**src/rtl/multdiv_pkg.sv**
```systemverilog
// Shared constants and helpers for the iterative signed multiply/divide unit.
package multdiv_pkg;

   localparam int DATA_WIDTH = 32;
   localparam int REG_ADDR_W = 5;
   localparam int CNT_W      = $clog2(DATA_WIDTH);
   localparam int ITER_LAST  = DATA_WIDTH - 1;

   localparam logic [DATA_WIDTH-1:0] INT_MIN = {1'b1, {(DATA_WIDTH-1){1'b0}}};

   typedef enum logic [1:0] {
      IDLE = 2'd0,
      MUL  = 2'd1,
      DIV  = 2'd2,
      DONE = 2'd3
   } state_t;

   // Magnitude of a two's-complement value; INT_MIN maps to its unsigned magnitude.
   function automatic logic [DATA_WIDTH-1:0] mag(input logic [DATA_WIDTH-1:0] v);
      return v[DATA_WIDTH-1] ? (~v + 1'b1) : v;
   endfunction

endpackage

```
**src/rtl/multdiv_if.sv**
```systemverilog
// Request/response bundle between regfile read ports, the unit, and writeback.
interface multdiv_if;
   import multdiv_pkg::*;

   logic                  ctrl_MULT;
   logic                  ctrl_DIV;
   logic [DATA_WIDTH-1:0] data_operandA;
   logic [DATA_WIDTH-1:0] data_operandB;
   logic [REG_ADDR_W-1:0] ctrl_destReg;
   logic [DATA_WIDTH-1:0] data_result;
   logic                  data_exception;
   logic                  data_resultRDY;
   logic [REG_ADDR_W-1:0] result_destReg;
   logic                  busy;

   modport master (
      output ctrl_MULT, ctrl_DIV, data_operandA, data_operandB, ctrl_destReg,
      input  data_result, data_exception, data_resultRDY, result_destReg, busy
   );

   modport slave (
      input  ctrl_MULT, ctrl_DIV, data_operandA, data_operandB, ctrl_destReg,
      output data_result, data_exception, data_resultRDY, result_destReg, busy
   );

endinterface

```
**src/rtl/multdiv_addsub.sv**
```systemverilog
// Two's-complement adder/subtractor shared by the Booth and restoring steps.
module multdiv_addsub #(
   parameter int W = 33
) (
   input  logic [W-1:0] a,
   input  logic [W-1:0] b,
   input  logic         sub,
   output logic [W-1:0] y
);

   assign y = a + (b ^ {W{sub}}) + {{(W-1){1'b0}}, sub};

endmodule

```
**src/rtl/multdiv_unit.sv**
```systemverilog
// Iterative signed multiply (radix-2 Booth) / divide (restoring) unit, one op
// at a time, fixed 33-edge latency from the start edge to the RDY pulse.
module multdiv_unit
   import multdiv_pkg::*;
(
   input  logic      clock,
   input  logic      ctrl_reset_n,
   multdiv_if.slave  bus
);

   localparam int DW = DATA_WIDTH;

   state_t             state, state_nxt;
   logic [CNT_W-1:0]   cnt;
   logic               iter_done;
   logic [REG_ADDR_W-1:0] tag_q;

   // Booth: {accumulator, multiplier, q(-1)}; product ends up in prod[2*DW:1].
   logic [2*DW:0]      prod;
   logic [DW-1:0]      mcand;

   // Restoring divide: quotient shifts in from the dividend magnitude.
   logic [DW-1:0]      rem;
   logic [DW-1:0]      quo;
   logic [DW-1:0]      dvsr;
   logic               neg_q, div_zero, div_ovf;

   logic [DW-1:0]      res_q;
   logic               exc_q;
   logic [REG_ADDR_W-1:0] rtag_q;

   logic               start, running, finish;
   logic [DW:0]        as_a, as_b, as_y;
   logic               as_sub;
   logic [DW-1:0]      div_res;

   assign start   = bus.ctrl_MULT | bus.ctrl_DIV;
   assign running = (state == MUL) || (state == DIV);
   assign finish  = running && iter_done && !start;

   // ---------------------------------------------------------------- FSM
   always_ff @(posedge clock or negedge ctrl_reset_n) begin
      if (!ctrl_reset_n) state <= IDLE;
      else               state <= state_nxt;
   end

   always_comb begin
      state_nxt = state;
      case (state)
         IDLE:    state_nxt = IDLE;
         MUL,
         DIV:     if (iter_done) state_nxt = DONE;
         DONE:    state_nxt = IDLE;
         default: state_nxt = IDLE;
      endcase
      // A new start aborts whatever is in flight; MULT wins over DIV.
      if (bus.ctrl_MULT)     state_nxt = MUL;
      else if (bus.ctrl_DIV) state_nxt = DIV;
   end

   // ------------------------------------------------------ shared adder
   always_comb begin
      as_a   = '0;
      as_b   = '0;
      as_sub = 1'b0;
      if (state == DIV) begin
         as_a   = {rem, quo[DW-1]};
         as_b   = {1'b0, dvsr};
         as_sub = 1'b1;
      end else begin
         as_a   = {prod[2*DW], prod[2*DW:DW+1]};
         as_sub = (prod[1:0] == 2'b10);
         if (prod[1] != prod[0]) as_b = {mcand[DW-1], mcand};
      end
   end

   multdiv_addsub #(.W(DW+1)) u_addsub (
      .a   (as_a),
      .b   (as_b),
      .sub (as_sub),
      .y   (as_y)
   );

   assign div_res = neg_q ? (~quo + 1'b1) : quo;

   // ---------------------------------------------------------- datapath
   always_ff @(posedge clock or negedge ctrl_reset_n) begin
      if (!ctrl_reset_n) begin
         cnt       <= '0;
         iter_done <= 1'b0;
         tag_q     <= '0;
         prod      <= '0;
         mcand     <= '0;
         rem       <= '0;
         quo       <= '0;
         dvsr      <= '0;
         neg_q     <= 1'b0;
         div_zero  <= 1'b0;
         div_ovf   <= 1'b0;
         res_q     <= '0;
         exc_q     <= 1'b0;
         rtag_q    <= '0;
      end else begin
         if (start) begin
            cnt       <= '0;
            iter_done <= 1'b0;
            tag_q     <= bus.ctrl_destReg;
            prod      <= {{DW{1'b0}}, bus.data_operandB, 1'b0};
            mcand     <= bus.data_operandA;
            rem       <= '0;
            quo       <= mag(bus.data_operandA);
            dvsr      <= mag(bus.data_operandB);
            neg_q     <= bus.data_operandA[DW-1] ^ bus.data_operandB[DW-1];
            div_zero  <= (bus.data_operandB == '0);
            div_ovf   <= (bus.data_operandA == INT_MIN) && (&bus.data_operandB);
         end else if (running && !iter_done) begin
            if (cnt == CNT_W'(ITER_LAST)) iter_done <= 1'b1;
            else                          cnt       <= cnt + 1'b1;
            if (state == MUL) begin
               // Adder result is exact in 33 bits, so the shift keeps its sign bit.
               prod <= {as_y, prod[DW:1]};
            end else if (as_y[DW]) begin
               rem <= as_a[DW-1:0];
               quo <= {quo[DW-2:0], 1'b0};
            end else begin
               rem <= as_y[DW-1:0];
               quo <= {quo[DW-2:0], 1'b1};
            end
         end

         if (finish) begin
            rtag_q <= tag_q;
            if (state == MUL) begin
               res_q <= prod[DW:1];
               exc_q <= (prod[2*DW:DW+1] != {DW{prod[DW]}});
            end else if (div_zero) begin
               res_q <= '0;
               exc_q <= 1'b1;
            end else if (div_ovf) begin
               res_q <= INT_MIN;
               exc_q <= 1'b1;
            end else begin
               res_q <= div_res;
               exc_q <= 1'b0;
            end
         end
      end
   end

   assign bus.data_result    = res_q;
   assign bus.data_exception = exc_q;
   assign bus.result_destReg = rtag_q;
   assign bus.data_resultRDY = (state == DONE);
   assign bus.busy           = (state != IDLE);

endmodule
```
**src/flat_wrapper.sv**
```systemverilog
// flat-port wrapper written by rule: the top's interface ports become plain ports
module multdiv_unit_flat import multdiv_pkg::*;
  (clock, ctrl_reset_n, bus_ctrl_MULT, bus_ctrl_DIV, bus_data_operandA, bus_data_operandB, bus_ctrl_destReg, bus_data_result, bus_data_exception, bus_data_resultRDY, bus_result_destReg, bus_busy);
  multdiv_if bus_i ();
  input  logic clock;
  input  logic ctrl_reset_n;
  input wire logic [$bits(bus_i.ctrl_MULT)-1:0] bus_ctrl_MULT;
  input wire logic [$bits(bus_i.ctrl_DIV)-1:0] bus_ctrl_DIV;
  input wire logic [$bits(bus_i.data_operandA)-1:0] bus_data_operandA;
  input wire logic [$bits(bus_i.data_operandB)-1:0] bus_data_operandB;
  input wire logic [$bits(bus_i.ctrl_destReg)-1:0] bus_ctrl_destReg;
  output wire logic [$bits(bus_i.data_result)-1:0] bus_data_result;
  output wire logic [$bits(bus_i.data_exception)-1:0] bus_data_exception;
  output wire logic [$bits(bus_i.data_resultRDY)-1:0] bus_data_resultRDY;
  output wire logic [$bits(bus_i.result_destReg)-1:0] bus_result_destReg;
  output wire logic [$bits(bus_i.busy)-1:0] bus_busy;
  assign bus_i.ctrl_MULT = bus_ctrl_MULT;
  assign bus_i.ctrl_DIV = bus_ctrl_DIV;
  assign bus_i.data_operandA = bus_data_operandA;
  assign bus_i.data_operandB = bus_data_operandB;
  assign bus_i.ctrl_destReg = bus_ctrl_destReg;
  assign bus_data_result = bus_i.data_result;
  assign bus_data_exception = bus_i.data_exception;
  assign bus_data_resultRDY = bus_i.data_resultRDY;
  assign bus_result_destReg = bus_i.result_destReg;
  assign bus_busy = bus_i.busy;
  multdiv_unit u_core (.clock(clock), .ctrl_reset_n(ctrl_reset_n), .bus(bus_i));
endmodule
```
**config.mk**
```make
export PLATFORM = sky130hd
export DESIGN_NAME = multdiv_unit_flat
export DESIGN_NICKNAME = d
export VERILOG_FILES = /design/src/rtl/multdiv_pkg.sv /design/src/rtl/multdiv_if.sv /design/src/rtl/multdiv_addsub.sv /design/src/rtl/multdiv_unit.sv /design/src/flat_wrapper.sv
export SDC_FILE = /design/constraint.sdc
export NUM_CORES = 1
export LEC_CHECK = 0
export BUFFER_PORTS_ARGS = -buffer_cell sky130_fd_sc_hd__buf_2
export CAP_MARGIN = 15
export CORE_MARGIN = 2
export CORE_UTILIZATION = 56
export CTS_CLUSTER_SIZE = 24
export DETAILED_ROUTE_END_ITERATION = 8
export GPL_TIMING_DRIVEN = 0
export PLACE_DENSITY = 0.87
export SYNTH_ARGS = -nofsm -noshare
export SYNTH_HDL_FRONTEND = slang
export SYNTH_HIERARCHICAL = 1
export SYNTH_SLANG_ARGS = --single-unit
```
**constraint.sdc**
```tcl
create_clock -name clock -period 5.53 [get_ports clock]
set_input_delay 1.106 -clock clock [delete_from_list [all_inputs] [get_ports clock]]
set_output_delay 1.106 -clock clock [all_outputs]
set_load 0.01 [all_outputs]
```
Word-level counts from Yosys, hierarchy flattened
Cells that the tools add are included.
W data, S select, Z words.
{"block": "word_totals", "ff_bits": 247, "in_bits": 73}
{"block": "classes", "n_bitwise": 6, "muxes": 34, "n_eq_ne": 11, "n_addsub": 6, "n_reduce_logical": 20}
{"op": "$mux W32", "n": 13}
{"op": "$mux W65", "n": 3}
{"op": "$mux W33", "n": 3}
{"op": "$add A32 B1 Y32 const B", "n": 3}
{"op": "$not A32 Y32", "n": 3}
{"op": "$add A33 B1 Y33", "n": 1}
{"op": "$add A33 B33 Y33", "n": 1}
{"op": "$xor A33 B33 Y33", "n": 1}
{"op": "$eq A32 B32 Y1 const B", "n": 1}
{"op": "$logic_not A32 Y1", "n": 1}
{"op": "$ne A32 B32 Y1", "n": 1}
{"op": "$reduce_and A32 Y1", "n": 1}
{"op": "$mux W5", "n": 3}
{"op": "$mux W1", "n": 8}
{"op": "$reduce_and A2 Y1", "n": 4}
{"op": "$reduce_bool A2 Y1", "n": 4}
{"op": "$eq A2 B2 Y1 const B", "n": 3}
{"op": "$mux W2", "n": 3}
{"op": "$add A5 B1 Y5 const B", "n": 1}
{"op": "$eq A5 B5 Y1 const B", "n": 1}
{"op": "$logic_and A1 B1 Y1", "n": 4}
{"op": "$ne A2 B1 Y1 const B", "n": 2}
{"op": "$ne A4 B3 Y1 const B", "n": 1}
{"op": "$pmux W2 S2", "n": 1}
{"op": "8 further kinds", "n": 10}

Logic depth before layout (Yosys ltp)
Gate-level depths: netlist of run 1.
{"block": "depth", "word_depth": 10, "ltp_mapped": 23, "mapped_depth_nobuf": 17}

Modules after synthesis
Netlist of run 1, hierarchy kept.
{"mod": "multdiv_unit", "area_each_um2": 13708.1, "n_inst": 1, "cells_each": 1599}
{"mod": "multdiv_addsub", "area_each_um2": 2188.3, "n_inst": 1, "cells_each": 306}

Worst setup path before layout of run 1
No wires, ideal clock.
{"block": "synth_path", "kind": "register to register", "from": "register u_core.state[0]", "to": "register u_core.rem[10]", "path_stages_with_launch": 22, "n_path_buf": 7, "setup_ns": 0.136, "slack_ns": 0.320, "arrival_time_ns": 5.074, "cell_sequence": "dfrtp_1 > inv_1 > ha_1 > clkbuf_1 > clkbuf_1 > clkbuf_1 > or2_2 > buf_6 > clkbuf_1 > xor2_1 > ha_1 > a21o_1 > a21o_1 > a221o_1 > or3_1 > a21oi_1 > xnor2_1 > clkbuf_1 > buf_1 > mux2i_1 > nand2b_1 > a21oi_1"}
{"block": "synth_via", "elab_chain_cells": 9}
{"element": "from (decl)", "line": "multdiv_unit.sv:13", "source": "state_t state, state_nxt;"}
{"element": "from (signal assigned)", "line": "multdiv_unit.sv:44", "source": "else state <= state_nxt;"}
{"element": "$eq A2 B2 Y1 *", "line": "multdiv_unit.sv:66", "source": "if (state == DIV) begin"}
{"element": "$mux W1 *", "line": "multdiv_unit.sv:66"}
{"element": "named net u_core.as_sub", "line": "multdiv_unit.sv:34", "source": "logic as_sub;"}
{"element": "$xor A33 B33 Y33", "line": "multdiv_addsub.sv:11", "source": "assign y = a + (b ^ {W{sub}}) + {{(W-1){1'b0}}, sub};"}
{"element": "$add A33 B33 Y33", "line": "multdiv_addsub.sv:11"}
{"element": "$add A33 B1 Y33 *", "line": "multdiv_addsub.sv:11"}
{"element": "named net u_core.as_y[32]", "line": "multdiv_unit.sv:33", "source": "logic [DW:0] as_a, as_b, as_y;"}
{"element": "$mux W32 *", "line": "multdiv_unit.sv:122", "source": "end else if (as_y[DW]) begin"}
{"element": "$mux W32 *", "line": "multdiv_unit.sv:119", "source": "if (state == MUL) begin"}
{"element": "$mux W32 *", "line": "multdiv_unit.sv:116", "source": "end else if (running && !iter_done) begin"}
{"element": "$mux W32 *", "line": "multdiv_unit.sv:104", "source": "if (start) begin"}
{"element": "to (signal assigned)", "line": "multdiv_unit.sv:123", "source": "rem <= as_a[DW-1:0];"}
{"element": "to (signal assigned)", "line": "multdiv_unit.sv:126", "source": "rem <= as_y[DW-1:0];"}
{"element": "to (decl)", "line": "multdiv_unit.sv:23", "source": "logic [DW-1:0] rem;"}
The timed path passes the listed nets; every way through them passes the cells marked *. The select of a mux whose other input is x is not followed.
A chain may end at the register's enable or synchronous reset.

Worst setup path in the final report of run 1
{"block": "layout_path", "from": "register u_core.state[0]", "to": "register u_core.rem[26]"}
Same word-level chain as after synthesis.

==> results.cfg, run 1 <==
[setup_path]
path_max_fanout = 10
worstPathCellList = inv_1 -> ha_4 -> clkbuf_4 -> clkbuf_2 -> or2_2 -> buf_6 -> buf_2 -> xor2_1 -> ha_1 -> nand2_1 -> a21oi_1 -> o21ai_0 -> a21oi_1 -> or3_1 -> a21oi_1 -> xnor2_1 -> buf_2 -> clkbuf_4 -> mux2i_1 -> nand2b_1 -> a21oi_1
critical_path_s_top_delay_family = buffers and inverters
worst-endpoint-required_ns = 5.94
worst_setup_path_start_kind = flop
path_class = flop to flop
worst_setup_path_end_kind = flop
critical_path_buf_inv_count = 7
worst_ep_arrival_time_ns = 5.76
critPathMostFrequentCell = sky130_fd_sc_hd__a21oi_1
critical-path-slowest-cell = sky130_fd_sc_hd__or3_1
cpPeakStageDelay_ns = 0.49

[die]
floorplan.die_area_sq_mm = 0.0298
floorplan.initialDensity_pct = 57.1
die_height_microns = 172
placement_rows = 61
core_region_area_sq_mm = 0.0279
dieWidth_microns = 172
io_pins = 113

[route]
route.antenna.remaining_nets = 0
firstDrtPassIters = 7
routed-via-count = 15873
avgViaCountPerCell = 6.49
detail_route.wirelength_microns = 54100
drt-wirelength-per-cell_microns = 22.1
drtIter0Drc = 2151
drc = 0

[sta]
finalHoldWorstSlack_ns = 0.466
timing.final.hold_violations = 0
achievable-frequency_mhz = 187
max_slew.worst_pin.slew_ns = 1.25
layout_worst_path_cycle_share_pct = 96.9
setup_slack_ns = 0.173
period_minus_slack_ns = 5.36
report.final.setup_viol = 0
fin_tns_setup_ns = 0
report.final.slew_viol_count = 0
rsz_0062_raised_after_global_routing = no
slew_headroom_pct = 16.1
clock-skew-final_ns = 0.0117

[clocking]
cts_buffers = 28
clock_latency_of_the_later_clocked_register_in_the_worst_skew_pair_ns = 0.55
cts_tree = done
clock-sinks = 247
clkSlewWorstSetupHoldPaths_ns = 0.06
cts.repair_timing.setup_buffer_count = 0
clock_tree.htree_level_count = 1
clock_tree.root_cell = sky130_fd_sc_hd__clkbuf_16
max-clock-path-buffers = 3

[yosys]
synthesis_stage_register_bit_count = 247
synth_top_area_share_pct = 38.9
synth_top_flop_cell = sky130_fd_sc_hd__dfrtp_1
netlist-cell-type-count = 76
syn-num-nets = 2021
netlist_area_sq_mm = 0.0159
yosysWarnings = 6
synth_enable_flop_cells = 0
dominant_cells_by_area_after_synthesis = sky130_fd_sc_hd__dfrtp_1, sky130_fd_sc_hd__nand2_1, sky130_fd_sc_hd__xor2_1, sky130_fd_sc_hd__a21oi_1, sky130_fd_sc_hd__ha_1
asyncSetResetFlopFracSynth_pct = 100
synth_largest_area_cell = sky130_fd_sc_hd__dfrtp_1
synth.yosys.seq_area_share_pct = 38.9
synth_area_per_cell_sq_um = 8.34
synth_cells = 1905

[power_and_ir_drop]
finalPower_mw = 5.68
static-leakage-power_nw = 8.20
vdd.ir_drop.worst_uv = 212
cellPowerDensity_mw_per_mm2 = 316

[final_layout]
seqCellArea_sq_mm = 0.00618
syn2layout_area_growth_pct = 13.2
filler_cell_count = 2290
final_core_occ_pct = 64.6
fin_nets = 2160
final_cells = 2447
final_layout_size_suffix_gt1_share_pct = 12.1
finalInstanceArea_sq_mm = 0.0180
multiInputGateArea_sq_mm = 0.00911

[place]
place.port_buffers = 105
placed_cell_area_sq_mm = 0.0170
preCtsSetupSlack_ns = -1.62
dp.cells = 2391
routabilityCongestion = 1.01
detailed_place_hpwl_microns = 40300

[global_routing]
grt_pass1_wl_microns = 83500
grt_start_max_net_pins = 99
groute.usage.overall_pct = 36.3
antenna_found_initial = 8
grt_pass1_vias = 15092
globalRoute.totalOverflow = 0

[min_path]
worstHoldPathType = flop to flop

[status]
outcome = finished clean

[run]
max_cap_violations = 0
-- logic make-up (layout without fill, tap and decap cells) --
logic type                 after synthesis  count (layout)  synth area share (%)
xor gates and xnor gates               147             147                  8.10
buffers and inverters                  159             320                  3.92
and+or+nand+nor                        771             771                  22.2
adders and majority gates               43              43                  3.43
DFF                                    247             247                  38.9
muxes                                   70              70                  4.66
AOI/OAI and AO/OA                      468             468                  18.8
other                                    0               3                     0
-- flip-flops by register name, indices dropped and copies added, names as in the netlist, 2 cells and up --
signal	cells
u_core/bus.data_result	32
u_core/bus.result_destReg	5
u_core/cnt	5
u_core/dvsr	32
u_core/mcand	32
u_core/prod	65
u_core/quo	32
u_core/rem	32
u_core/state	2
u_core/tag_q	5
-- tightest hold or removal path, delay by kind of cell (launching register included) --
| kind | cells | cell delay [ns] |
|---|---|---|
| AND/OR/NAND/NOR | 2 | 0.10 |
| flip-flops | 1 | 0.34 |
-- final cells by class --
| type | count | area share (%) |
|---|---|---|
| Clock buffer | 34 | 4.36 |
| Inverter | 29 | 0.605 |
| Timing Repair Buffer | 110 | 3.39 |
| Sequential cell | 247 | 34.4 |
| Clock inverter | 18 | 1.00 |
| Tap cell | 378 | 2.63 |
| Buffer | 129 | 2.98 |
| Antenna cell | 3 | 0.0417 |
| Multi-Input combinational cell | 1499 | 50.6 |
-- placed cells by master (no fill, tap or decap), types with 41 or more instances in the layout --
master	instances
sky130_fd_sc_hd__a21oi_1	157
sky130_fd_sc_hd__ha_1	41
sky130_fd_sc_hd__o21ai_0	83
sky130_fd_sc_hd__nand2b_1	41
sky130_fd_sc_hd__buf_2	116
sky130_fd_sc_hd__clkbuf_1	101
sky130_fd_sc_hd__nor2_1	115
sky130_fd_sc_hd__a31oi_1	51
sky130_fd_sc_hd__dfrtp_1	247
sky130_fd_sc_hd__xor2_1	120
sky130_fd_sc_hd__nand2_1	423
-- what timing repair did --
item                                    in CTS  in global routing
cloned                                       0                  0
hold buffers                                 0                  0
resized for setup                           15                 11
endpoints found under the setup margin      44                 28
pin swaps                                    0                  0
-- path summary, 6_finish.rpt --
path                                      start                        end  slack (ns)  cells past startpoint
worst max-delay path            u_core/state[0]             u_core/rem[26]        0.17                     21
worst min-delay path            u_core/tag_q[3]            u_core/tag_q[3]        0.47                      2
worst max register to register  u_core/state[0]             u_core/rem[26]        0.17                     21
worst min register to register  u_core/tag_q[3]            u_core/tag_q[3]        0.47                      2
max in group asynchronous          ctrl_reset_n  u_core/bus.data_result[8]        3.69                      3
min in group asynchronous          ctrl_reset_n             u_core/rem[20]        0.49                      1
-- synthesized netlist by cell type, types with 11 or more instances --
master,instances
sky130_fd_sc_hd__o41ai_1,18
sky130_fd_sc_hd__nor4_1,19
sky130_fd_sc_hd__clkbuf_1,108
sky130_fd_sc_hd__o21ai_0,83
sky130_fd_sc_hd__a22o_1,31
sky130_fd_sc_hd__nor2_1,116
sky130_fd_sc_hd__a21oi_1,157
sky130_fd_sc_hd__nand2b_1,41
sky130_fd_sc_hd__xor2_1,120
sky130_fd_sc_hd__mux2_2,29
sky130_fd_sc_hd__nand3_1,21
sky130_fd_sc_hd__nand2_1,423
sky130_fd_sc_hd__mux2i_1,40
sky130_fd_sc_hd__xnor2_1,27
sky130_fd_sc_hd__a31oi_1,51
sky130_fd_sc_hd__nor3_1,27
sky130_fd_sc_hd__inv_1,29
sky130_fd_sc_hd__o22ai_1,16
sky130_fd_sc_hd__a21o_1,13
sky130_fd_sc_hd__ha_1,42
sky130_fd_sc_hd__and3_1,33
sky130_fd_sc_hd__buf_1,11
sky130_fd_sc_hd__dfrtp_1,247
sky130_fd_sc_hd__nand4_1,27
sky130_fd_sc_hd__o31ai_1,30
-- layer usage --
layer	share of wire, %	global-route usage, %
met5	0.11	0
met4	6.6	20.2
met3	11	8.06
met2	44	55.5
met1	38	47.8
-- power breakdown --
| part | leakage, nW | switching (mW) | internal [mW] |
|---|---|---|---|
| clock network | 0.478 | 0.800 | 1.15 |
| registers | 3.12 | 0.161 | 1.95 |
| logic | 4.60 | 1.03 | 0.589 |
| total | 8.20 | 1.99 | 3.69 |
(Power assumes the default switching activity.)
==> inputs of run 2 (changes only) <==
Settings changed: BUFFER_PORTS_ARGS -buffer_cell sky130_fd_sc_hd__buf_2 to -buffer_cell sky130_fd_sc_hd__clkbuf_2, CORE_UTILIZATION 56 to 40, PLACE_DENSITY 0.87 to 0.68, SYNTH_HIERARCHICAL 1 to default.
==> run 2 against run 1 <==
Critical path type unchanged. Clock skew down 0.0010 ns. Synthesized cell count down 6.9%. Hold slack worse by 0.00090 ns. Largest power group unchanged. Sequential power about the same.
==> results.cfg, run 2 <==
[status]
outcome = finished clean

[yosys]
netlist-cell-type-count = 64
synth_top_area_share_pct = 40.7
leading_cell_type_by_number_of_instances_after_synthesis = sky130_fd_sc_hd__nand2_1
asyncSetResetFlopFracSynth_pct = 100
synth_cells = 1774
syn-num-nets = 1891
netlist_area_sq_mm = 0.0152
synth_enable_flop_cells = 0
yosysWarnings = 0
synth_top_flop_cell = sky130_fd_sc_hd__dfrtp_1
netlist_top_cells_count = sky130_fd_sc_hd__nand2_1, sky130_fd_sc_hd__dfrtp_1, sky130_fd_sc_hd__nor2_1
synth_area_per_cell_sq_um = 8.55
dominant_cells_by_area_after_synthesis = sky130_fd_sc_hd__dfrtp_1, sky130_fd_sc_hd__nand2_1, sky130_fd_sc_hd__xor2_1, sky130_fd_sc_hd__xnor2_1, sky130_fd_sc_hd__a21oi_1
synth_largest_area_cell = sky130_fd_sc_hd__dfrtp_1
synthesis_stage_register_bit_count = 247
synth.yosys.seq_area_share_pct = 40.7

[die]
placement_rows = 71
die_height_microns = 199
core_region_area_sq_mm = 0.0375
io_pins = 113
dieWidth_microns = 199
floorplan.initialDensity_pct = 40.5
floorplan.die_area_sq_mm = 0.0395

[global_routing]
globalRoute.totalOverflow = 0
grt_pass1_wl_microns = 78200
antenna_found_initial = 0
grt_pass1_vias = 13938
groute.usage.overall_pct = 25.4
grt_start_max_net_pins = 86

[power_and_ir_drop]
static-leakage-power_nw = 7.71
power.sequential.fraction_pct = 37.8
cellPowerDensity_mw_per_mm2 = 320
power.share.combinational_pct = 28.5
vdd.ir_drop.worst_uv = 277
finalPower_mw = 5.55
p_sw_share_pct = 34.8
clock_power_share_pct = 33.7
power_switching_mw = 1.93
power.internal_mw = 3.62

[place]
dp.cells = 2398
routabilityCongestion = 0.925
placed_cell_area_sq_mm = 0.0164
place.port_buffers = 111
detailed_place_hpwl_microns = 37700

[setup_path]
endpoint_of_the_worst_register_to_register_path = u_core.rem[20]
worst_setup_path_end_kind = flop
path_max_fanout = 10
r2r_start = u_core.state[0]
worst-endpoint-required_ns = 5.94
path_class = flop to flop
worst_setup_path_start_kind = flop
worst_ep_arrival_time_ns = 5.61
r2r_slack_ns = 0.33
reg2reg_depth = 17

[route]
avgViaCountPerCell = 5.68
drc = 0
route.antenna.remaining_nets = 0
drtIter0Drc = 991
drt-wirelength-per-cell_microns = 20.3
firstDrtPassIters = 5
routed-via-count = 13892
detail_route.wirelength_microns = 49700

[clocking]
clkSlewWorstSetupHoldPaths_ns = 0.07
cts.repair_timing.setup_buffer_count = 0
max-clock-path-buffers = 3
clock-sinks = 247
clock_tree.root_cell = sky130_fd_sc_hd__clkbuf_16
clock_latency_of_the_later_clocked_register_in_the_worst_skew_pair_ns = 0.55
clock_tree.htree_level_count = 1
cts_buffers = 27
cts_tree = done

[sta]
slew_headroom_pct = 21.9
max_slew.worst_pin.slew_ns = 1.16
period_minus_slack_ns = 5.20
clock-skew-final_ns = 0.0107
finalHoldWorstSlack_ns = 0.465
report.final.setup_viol = 0
layout_worst_path_cycle_share_pct = 94.0
fin_tns_setup_ns = 0
achievable-frequency_mhz = 192
rsz_0062_raised_after_global_routing = no
report.final.slew_viol_count = 0
timing.final.hold_violations = 0

[final_layout]
antenna-diode-count = 0
fin_nets = 2033
syn2layout_area_growth_pct = 14.3
max_ffs_per_register = 65
final_layout_size_suffix_gt1_share_pct = 11.5
registers.top_by_ff_count = u_core.prod
layout_commonest_cell = sky130_fd_sc_hd__nand2_1
final_cells = 2446
finalInstanceArea_sq_mm = 0.0173
filler_cell_count = 3703
mostFrequentLayoutCells = sky130_fd_sc_hd__nand2_1, sky130_fd_sc_hd__dfrtp_1, sky130_fd_sc_hd__nor2_1

[run]
max_cap_violations = 0

[min_path]
hold_path_startpoint = u_core.tag_q[3]
worstHoldPathType = flop to flop
min_delay_worst_endpoint = u_core.tag_q[3]
hold-path-cell-count = 2
[run 2: changes by cell type in the layout (fill, tap and decap cells not counted), sizes merged, moves of 20 or more]
| cell | change |
|---|---|
| xor2 | -39 |
| clkbuf | +96 |
| buf | -100 |
| xnor2 | +47 |
| a22o | -31 |
| a22oi | +60 |
| a21oi | -32 |
| and3 | -20 |
| nand2b | -29 |
| nand2 | -42 |
| nor2 | +29 |
[run 2: kinds of logic (layout without fill, tap and decap cells)]
logic type / Yosys count / in the layout / share of synthesized area [%]
xor+xnor: 155 / 155 / 9.07
simple gates: 668 / 668 / 18.9
flops: 247 / 247 / 40.7
fa+ha+maj: 44 / 44 / 3.68
compound gates: 448 / 448 / 18.7
mux: 75 / 75 / 5.26
buf+inv: 137 / 298 / 3.64
[run 2: layout make-up]
type	count	area, sq um	share of cell area [%]
Sequential cell	247	6180	35.7
Clock inverter	11	141	0.816
Tap cell	511	639	3.69
Inverter	18	67.6	0.390
Multi-Input combinational cell	1390	8440	48.7
Timing Repair Buffer	113	619	3.57
Buffer	119	485	2.80
Clock buffer	37	763	4.40
[run 2: power by group through the flow]
stage          combinational (mW)  sequential (mW)  clock (mW)
6_report                     1.58             2.10        1.87
5_1_grt                      1.73             2.11        1.96
4_1_cts                      1.56             2.09        1.89
3_5_place_dp                 1.55             2.12           0
3_3_place_gp                 1.52             2.12           0
2_1_floorplan                1.08             2.08           0
[run 2: through the flow]
| step | utilization, % | worst slack [ns] |
|---|---|---|
| 4_1_cts | 46.2 | 0.303 |
| 3_5_place_dp | 43.8 | 0.333 |
| 5_1_grt | 46.2 | 0.0927 |
| 6_report | 46.2 | 0.334 |
| 3_3_place_gp | 43.6 | -1.70 |
| 2_1_floorplan | - | 1.29 |
[run 2: timing repair]
action / in CTS / in global routing
hold buffers: 0 / 0
gates resized for setup: 0 / 2
endpoints found under the setup margin: 0 / 1
[run 2: critical path: stages (launching register included)]
cell and delay [ns]:
sky130_fd_sc_hd__dfrtp_1 0.40, sky130_fd_sc_hd__inv_1 0.10, sky130_fd_sc_hd__ha_1 0.20, sky130_fd_sc_hd__buf_2 0.20, sky130_fd_sc_hd__nor2_1 0.35, sky130_fd_sc_hd__clkbuf_1 0.57
sky130_fd_sc_hd__xor2_1 0.35, sky130_fd_sc_hd__ha_1 0.37, sky130_fd_sc_hd__a21o_1 0.23, sky130_fd_sc_hd__a21oi_1 0.21, sky130_fd_sc_hd__o21ai_0 0.15, sky130_fd_sc_hd__a32oi_1 0.33
sky130_fd_sc_hd__nand2_2 0.13, sky130_fd_sc_hd__a221oi_4 0.39, sky130_fd_sc_hd__xor2_4 0.41, sky130_fd_sc_hd__buf_4 0.32, sky130_fd_sc_hd__mux2i_1 0.24, sky130_fd_sc_hd__a21oi_1 0.10
[run 2: worst max-delay path by stage]
stage	startpoint	to	slack, ns	depth (start not counted)
after floorplan	u_core.state[0]	u_core.rem[1]	1.29	18
after global placement	ctrl_reset_n	u_core.rem[6]	-1.70	1
after detailed placement	u_core.state[0]	u_core.rem[20]	0.33	18
after CTS	u_core.state[0]	u_core.rem[20]	0.30	18
after global routing	u_core.state[0]	u_core.rem[25]	0.09	17
final	u_core.state[0]	u_core.rem[20]	0.33	17
[run 2: routing by layer]
layer | up-vias | GRT usage [%] | wire length, microns
li1 | 6498 | - | -
met1 | 6811 | 32.1 | 20400
met2 | 493 | 44.2 | 24500
met3 | 90 | 2.98 | 2930
met4 | 0 | 9.78 | 1800
met5 | - | 0 | 0
==> inputs of run 3 (changes only) <==
Settings changed: CTS_CLUSTER_SIZE 24 to 14, PLACE_DENSITY 0.68 to 0.66, SYNTH_HIERARCHICAL from default to 1.
Clock period 5.53 ns to 5.85 ns, I/O delays scaled along.
==> run 3 against run 2 <==
Total power shrank 3.5%. Die area grew 4.7%. Final cell count grew 5.8%. Utilization shrank 0.26 points. Fmax shrank 4.8%. Wire length grew 9.0%. Final area grew 4.7%. Largest power group unchanged. Highest routed layer is now met5.
==> results.cfg, run 3 (synthesized netlist as in run 1, its figures left out) <==
[status]
outcome = finished clean

[die]
die_height_microns = 203
floorplan.initialDensity_pct = 40.3
core_region_area_sq_mm = 0.0395
floorplan.die_area_sq_mm = 0.0414
dieWidth_microns = 203
placement_rows = 73
io_pins = 113

[global_routing]
grt_pass1_wl_microns = 84400
antenna_found_initial = 1
grt_pass1_vias = 14710
groute.usage.overall_pct = 26.0
globalRoute.totalOverflow = 0
grt_start_max_net_pins = 111

[route]
drc = 0
detail_route.wirelength_microns = 54100
firstDrtPassIters = 6
route.antenna.remaining_nets = 0
drtIter0Drc = 1387
avgViaCountPerCell = 5.79
routed-via-count = 14977
drt-wirelength-per-cell_microns = 20.9

[final_layout]
mostFrequentLayoutCells = sky130_fd_sc_hd__nand2_1, sky130_fd_sc_hd__dfrtp_1, sky130_fd_sc_hd__a21oi_1
max_ffs_per_register = 65
fin_nets = 2159
final_layout_size_suffix_gt1_share_pct = 11.7
final_cells = 2587
antenna-diode-count = 0
syn2layout_area_growth_pct = 14.1
registers.top_by_ff_count = u_core/prod
layout_commonest_cell = sky130_fd_sc_hd__nand2_1

[place]
detailed_place_hpwl_microns = 41700
routabilityCongestion = 0.949
place.port_buffers = 105
dp.cells = 2539

[sta]
finalHoldWorstSlack_ns = 0.468
clock-skew-final_ns = 0.0214
report.final.setup_viol = 0
max_slew.worst_pin.slew_ns = 1.18
slew_headroom_pct = 21.2
report.final.slew_viol_count = 0
period_minus_slack_ns = 5.46
achievable-frequency_mhz = 183
timing.final.hold_violations = 0
rsz_0062_raised_after_global_routing = no
fin_tns_setup_ns = 0
layout_worst_path_cycle_share_pct = 93.3

[setup_path]
worst_setup_path_end_kind = flop
path_class = flop to flop
setup.worst_path.start = u_core/state[0]
worst-endpoint-required_ns = 6.30
path_max_fanout = 19
worst_setup_path_start_kind = flop
worst_ep_arrival_time_ns = 5.91
r2r_start = u_core/state[0]

[power_and_ir_drop]
vdd.ir_drop.worst_uv = 218
cellPowerDensity_mw_per_mm2 = 295
finalPower_mw = 5.36
static-leakage-power_nw = 8.16

[clocking]
cts-hold-fix-buffers = 0
cts.repair_timing.setup_buffer_count = 0
clock-sinks = 247
clock_tree.htree_level_count = 1
cts_tree = done
max-clock-path-buffers = 3
clock_latency_of_the_later_clocked_register_in_the_worst_skew_pair_ns = 0.57
clkSlewWorstSetupHoldPaths_ns = 0.06
cts_buffers = 29
clock_tree.root_cell = sky130_fd_sc_hd__clkbuf_16

[run]
max_cap_violations = 0

[min_path]
worstHoldPathType = flop to flop
hold_path_startpoint = u_core/tag_q[4]
==> run 3: cell count changes in the layout (fill, tap and decap cells not counted), moves of 30 or more <==
cell,delta
sky130_fd_sc_hd__a22o_1,+31
sky130_fd_sc_hd__a22oi_1,-60
sky130_fd_sc_hd__nand2_1,+42
sky130_fd_sc_hd__nor2_1,-30
sky130_fd_sc_hd__xnor2_1,-47
sky130_fd_sc_hd__xor2_1,+40
==> run 3: path summary, 6_finish.rpt <==
check                      slack (ns)                          to  cells after the start
setup / recovery                 0.39               u_core/rem[0]                     19
hold / removal                   0.47             u_core/tag_q[4]                      2
setup reg to reg                 0.39               u_core/rem[0]                     19
hold reg to reg                  0.47             u_core/tag_q[4]                      2
max in group asynchronous        4.38  u_core/bus.data_result[21]                      2
min in group asynchronous        0.57             u_core/prod[58]                      1
==> run 3: what timing repair did <==
action                     4_1_cts  5_1_grt
pin swaps                        0        0
gates resized for setup          9        5
setup endpoints to repair       34       28
hold endpoints to repair         0        0
==> run 3: power by group <==
| group | switching (mW) | leakage [nW] | internal [mW] | total [mW] |
|---|---|---|---|---|
| registers | 0.145 | 3.12 | 1.85 | 1.99 |
| logic | 0.956 | 4.57 | 0.550 | 1.51 |
| clock network | 0.750 | 0.469 | 1.11 | 1.86 |
==> run 3: through the flow <==
step	setup WS, ns	util (%)	instance area (sq um)
detailed placement	-1.48	43.5	17200
finish	0.391	46.0	18100
CTS	0.136	46.0	18100
floorplan	0.640	-	15900
global placement	-1.62	43.3	17100
global route	0.0349	46.0	18100
==> run 3: layout make-up <==
type,instances,area (sq um)
Fill cell,3882,21300
Inverter,29,109
Clock buffer,40,827
Timing Repair Buffer,109,608
Clock inverter,10,134
Tap cell,525,657
Sequential cell,247,6180
Multi-Input combinational cell,1499,9100
Buffer,128,520
==> run 3: metal layers <==
| metal | share of wire, % | track usage, % | vias up |
|---|---|---|---|
| li1 | - | - | 6988 |
| met4 | 4.2 | 10.7 | 2 |
| met5 | 0.024 | 0 | - |
| met2 | 48 | 44.2 | 629 |
| met1 | 42 | 33.5 | 7217 |
| met3 | 6.1 | 3.08 | 141 |
==> run 3: critical path, stage by stage (launching register included) <==
cell	delay, ns
sky130_fd_sc_hd__dfrtp_1	0.41
sky130_fd_sc_hd__inv_1	0.10
sky130_fd_sc_hd__ha_2	0.41
sky130_fd_sc_hd__clkbuf_4	0.41
sky130_fd_sc_hd__or2_2	0.18
sky130_fd_sc_hd__buf_6	0.12
sky130_fd_sc_hd__clkbuf_2	0.35
sky130_fd_sc_hd__xor2_1	0.27
sky130_fd_sc_hd__ha_1	0.34
sky130_fd_sc_hd__a21o_1	0.20
sky130_fd_sc_hd__a21o_1	0.17
sky130_fd_sc_hd__a221o_1	0.34
sky130_fd_sc_hd__or3_1	0.42
sky130_fd_sc_hd__a21oi_1	0.21
sky130_fd_sc_hd__xnor2_1	0.14
sky130_fd_sc_hd__clkbuf_2	0.32
sky130_fd_sc_hd__buf_2	0.42
sky130_fd_sc_hd__mux2i_1	0.23
sky130_fd_sc_hd__o21ai_0	0.09
sky130_fd_sc_hd__and2_1	0.19
